### config.mk
export PLATFORM = sky130hd
export DESIGN_NAME = ir_prefetch_queue
export DESIGN_NICKNAME = d
export VERILOG_FILES = /design/src/rtl/ir_prefetch_queue.sv
export SDC_FILE = /design/constraint.sdc
export NUM_CORES = 1
export LEC_CHECK = 0
export CAP_MARGIN = 20
export CORE_MARGIN = 3
export CORE_UTILIZATION = 54
export DETAILED_ROUTE_END_ITERATION = 8
export PLACE_DENSITY_LB_ADDON = 0.08
export SETUP_SLACK_MARGIN = 0.5
export SLEW_MARGIN = 20
export SYNTH_ARGS = -nofsm -noshare
export SYNTH_HDL_FRONTEND = slang
export SYNTH_SLANG_ARGS = --single-unit
export TNS_END_PERCENT = 100
### constraint.sdc
create_clock -name clk -period 3.3 [get_ports clk]
set_clock_uncertainty 0.2 [all_clocks]
set_input_delay 0.33 -clock clk [delete_from_list [all_inputs] [get_ports clk]]
set_output_delay 0.33 -clock clk [all_outputs]
set_load 0.02 [all_outputs]
### src/rtl/ir_prefetch_queue.sv
`default_nettype none
// ============================================================================
// Module      : ir_prefetch_queue
// Description : Instruction register fed by a DEPTH-word prefetch queue that
//               assembles one- and two-word instructions for the sequencer.
// Revision    : 1.0 - initial release
// ============================================================================
module ir_prefetch_queue #(
    parameter int              WORD_W  = 8,
    parameter int              OPC_W   = 4,
    parameter int              DEPTH   = 4,
    parameter logic [OPC_W-1:0] EXT_OPC = 4'hF
) (
    input  logic                         clk,
    input  logic                         reset,
    input  logic                         flush,
    input  logic                         load_en,
    input  logic [WORD_W-1:0]            bus_in,
    input  logic                         instr_ready,
    output logic                         instr_valid,
    output logic [OPC_W-1:0]             opcode,
    output logic [WORD_W-1:0]            operand,
    output logic                         is_ext,
    output logic                         full,
    output logic                         empty,
    output logic [$clog2(DEPTH+1)-1:0]   level,
    output logic                         overflow
);

    localparam int c_PTR_W = $clog2(DEPTH);
    localparam int c_LVL_W = $clog2(DEPTH+1);

    logic [WORD_W-1:0]  r_mem [DEPTH];
    logic [c_PTR_W-1:0] r_rd;
    logic [c_PTR_W-1:0] r_wr;
    logic [c_LVL_W-1:0] r_level;
    logic               r_overflow;

    logic [WORD_W-1:0]  w_head;
    logic [c_PTR_W-1:0] w_rd_next1;
    logic [c_PTR_W-1:0] w_rd_step;
    logic               w_ext;
    logic               w_valid;
    logic               w_full;
    logic               w_pop;
    logic               w_push;
    logic [c_LVL_W-1:0] w_pop_cnt;

    always_comb begin
        w_head     = r_mem[r_rd];
        w_rd_next1 = r_rd + c_PTR_W'(1);
        w_ext      = (w_head[WORD_W-1 -: OPC_W] == EXT_OPC);
        w_full     = (r_level == c_LVL_W'(DEPTH));
        // An ext head needs its operand word present before it is offered
        w_valid    = w_ext ? (r_level >= c_LVL_W'(2)) : (r_level >= c_LVL_W'(1));
        w_rd_step  = w_ext ? c_PTR_W'(2) : c_PTR_W'(1);
        w_pop      = w_valid && instr_ready;
        w_push     = load_en && (!w_full || w_pop);
        w_pop_cnt  = w_pop ? (w_ext ? c_LVL_W'(2) : c_LVL_W'(1)) : '0;
    end

    always_comb begin
        instr_valid = w_valid;
        opcode      = '0;
        operand     = '0;
        is_ext      = 1'b0;
        if (w_valid) begin
            opcode  = w_head[WORD_W-1 -: OPC_W];
            is_ext  = w_ext;
            operand = w_ext ? r_mem[w_rd_next1]
                            : {{OPC_W{1'b0}}, w_head[WORD_W-OPC_W-1:0]};
        end
        full     = w_full;
        empty    = (r_level == '0);
        level    = r_level;
        overflow = r_overflow;
    end

    // Storage needs no reset: contents are only observed through r_level
    always_ff @(negedge clk) begin
        if (w_push && !flush) begin
            r_mem[r_wr] <= bus_in;
        end
    end

    always_ff @(negedge clk or posedge reset) begin
        if (reset) begin
            r_rd       <= '0;
            r_wr       <= '0;
            r_level    <= '0;
            r_overflow <= 1'b0;
        end else if (flush) begin
            r_rd       <= '0;
            r_wr       <= '0;
            r_level    <= '0;
            r_overflow <= 1'b0;
        end else begin
            if (w_push) begin
                r_wr <= r_wr + c_PTR_W'(1);
            end
            if (w_pop) begin
                r_rd <= r_rd + w_rd_step;
            end
            r_level <= r_level + {{(c_LVL_W-1){1'b0}}, w_push} - w_pop_cnt;
            if (load_en && !w_push) begin
                r_overflow <= 1'b1;
            end
        end
    end

endmodule
`default_nettype wire

==> flow_summary.ini <==
[min_path]
hold_start = overflow
min_to = overflow
min_path_type = reg2reg
hold_depth = 3

[grt]
grt_pass1_vias = 1839
grt_overflow = 0
grt_max_degree = 13
grt_pass1_wl_um = 9160
antenna_found_initial = 0
grt_use_total_pct = 24.9

[cts]
clock_sinks = 40
clk_latency_ps = 390
cts_tree = yes
htreeDepth = 2
cts_buffers = 5
clkTransAtPathRegs_ps = 60
holdBufCountCts = 0
cts-root-buf = clkbuf_8
cts_buffer_depth = 2

[synth]
synthMuxAreaShare_pct = 18.3
syn_inst = 145
synth_top_family_by_area = multiplexers
netlist.area_leader.share_pct = 44.1
yosys.area_share.adder_pct = 5.51
yosys.area_share.xor_xnor_pct = 1.21
avgSynthCellArea_um2 = 15.0
ys_types = 34
yosysTopAreaCell = edfxtp_1
synth-compound-area-share_pct = 5.40
yosysWarnings = 0
yosys.area_share.simple_pct = 11.7
synth_area_um2 = 2180
ys_seq_area_share_pct = 53.3
synth_fp_nets = 167
synth_seq_cells = 40
synthTopCellsByArea = edfxtp_1, mux4_2, dfrtn_1

[cells_and_area]
area_delta_synth_final_pct = 60.4
drive_above_1_share_pct = 54.4
multiInputGateArea_um2 = 1170
layout.area.seq_um2 = 1160
diodes = 0
final_util_pct = 92.7
n_fill_cell = 121
post-route-cell-area_um2 = 3500
nNetsFinal = 282

[sta]
layout_setup_ws_ps = -991
slew_violations = 0
hold-worst-slack_ps = 394
hold_viol_final = 0
slew_headroom_pct = 75.7
setup_viol = 19
worstMarginPinSlew_ps = 364
rsz0062_at_grt = true

[place]
place_congestion = 0.734
placed_area_um2 = 2880
port_buffers = 32
dp_hpwl_um = 3430
place_ws_ps = -1170

[detailed_routing]
routed_via_density = 5.73
drtPass1Iterations = 5
drt_wl_total_um = 6600
drt_iter0_markers = 104
routed-via-count = 1771
wl_per_cell_um = 21.3
drcViolationCount = 0
ant_nets = 0

[die]
dieArea_um2 = 4830
start_util_pct = 57.8
ios = 33
rows = 22
core-area_um2 = 3770
die_w_um = 69.5
chipHeight_um = 69.5

[run_status]
status = finished with violations
failed_checks = setup timing

[job]
maxCapViolations = 0

[worst_setup_path]
critPathMaxFanout = 5
crit_path_end_kind = output pin
r2r_end = level[2]
cp_data_arrival_time_ps = 3760
critPathLaunchType = flop
reg2reg_depth = 14
r2r_slack_ps = 50
r2r-start = r_rd[0]
required_ps = 2770
path_class = reg2out

[power]
peakVddDrop_mv = 0.571
powerDensity_nw_per_um2 = 853
power.leakage_nw = 1.54
total_power_mw = 2.98
==> per-stage QoR <==
| step | instances | TNS (ps) |
|---|---|---|
| after floorplan | 145 | -7730 |
| after CTS | 298 | -14340 |
| after global routing | 309 | -15310 |
| after global placement | 240 | -35370 |
| final | 309 | -14410 |
| after detailed placement | 240 | -37960 |
==> worst max-delay path by stage <==
stage / from / endpoint / slack, ps / depth (start not counted)
floorplan: r_rd[0] / instr_valid / -560 / 5
global placement: instr_ready / level[2] / -1140 / 11
detailed placement: instr_ready / level[2] / -1170 / 11
CTS: r_rd[0] / operand[3] / -990 / 8
global route: r_rd[0] / operand[3] / -1030 / 8
finish: r_rd[0] / operand[3] / -990 / 8
==> cells in the final DEF, fill, tap and decap left out, drive strengths merged <==
cell	Yosys	final
a211oi	1	1
a21oi	2	2
a31oi	1	1
and2	5	5
and3	1	1
buf	6	75
bufinv	0	1
clkbuf	1	6
clkdlybuf4s50	0	9
dfrtn	8	8
edfxtp	32	32
fa	1	1
ha	8	8
inv	13	45
mux2i	3	3
mux4	16	16
nand2	4	4
nand2b	5	5
nand3	4	4
nand4	1	1
nand4bb	1	1
nor2	8	8
nor2b	9	9
nor3	2	2
o2111ai	1	1
o21a	2	2
o21ai	4	4
o41ai	1	1
or2	1	1
or3	1	1
xnor2	3	3
==> report_power, final <==
group          leakage [nW]  switching (mW)  internal (mW)
combinational         0.918           0.830          0.946
sequential            0.397          0.0351          0.601
clock                 0.226           0.292          0.280
total                  1.54            1.16           1.83
==> final cells by class <==
| class | instances | area share, % |
|---|---|---|
| clock buffer | 6 | 2.08 |
| clock inverter | 34 | 4.54 |
| inverter | 12 | 1.50 |
| multi-input combinational | 85 | 33.4 |
| sequential | 40 | 33.2 |
| tap | 48 | 1.72 |
| timing repair buffer | 84 | 23.6 |
==> Yosys cell counts <==
master      n
o41ai_4     1
ha_1        8
nand3_1     4
nand2_1     4
and3_1      1
nor2b_1     9
a21oi_2     2
nand2b_1    4
inv_1      13
buf_6       1
o21ai_2     4
edfxtp_1   32
or3_2       1
fa_1        1
o2111ai_1   1
buf_1       1
buf_12      1
a211oi_1    1
and2_1      5
buf_2       3
nand4bb_1   1
mux4_2     14
mux2i_1     3
nor2_1      8
nand4_4     1
mux4_1      2
o21a_1      2
or2_2       1
nor3_1      2
xnor2_1     3
a31oi_1     1
dfrtn_1     8
nand2b_4    1
clkbuf_1    1
==> layer usage <==
| layer | part of all wire (%) | up-vias | global-route usage [%] |
|---|---|---|---|
| li1 | - | 767 | - |
| met1 | 34 | 863 | 29.5 |
| met2 | 52 | 105 | 43.0 |
| met3 | 7.1 | 36 | 6.52 |
| met4 | 6.7 | 0 | 10.2 |
| met5 | 0 | - | 0 |
==> cells by family after synthesis <==
logic type	count (synthesis)
and+or+nand+nor	42
DFF	40
buffers and inverters	20
muxes	19
AOI/OAI and AO/OA	12
adders and majority gates	9
xor gates and xnor gates	3
==> worst max-delay path, cell delays in order, from the launching register on <==
cell	delay [ps]
dfrtn_1	450
buf_6	130
mux4_2	550
nand4_4	150
buf_12	120
buf_12	120
buf_8	110
o21ai_4	50
buf_6	130
==> registers in the layout, indices dropped and copies added, names as in the netlist <==
signal,flops
overflow,1
r_rd,2
level,3
r_wr,2
r_mem,32
==> repair_timing <==
item	CTS	global route
pin swaps	16	9
gates cloned	0	0
endpoints found under the hold margin	0	0
setup buffers	19	11
gates resized for setup	152	15
endpoints found under the setup margin	60	58
No activity file was read; power rests on OpenSTA's default activity.
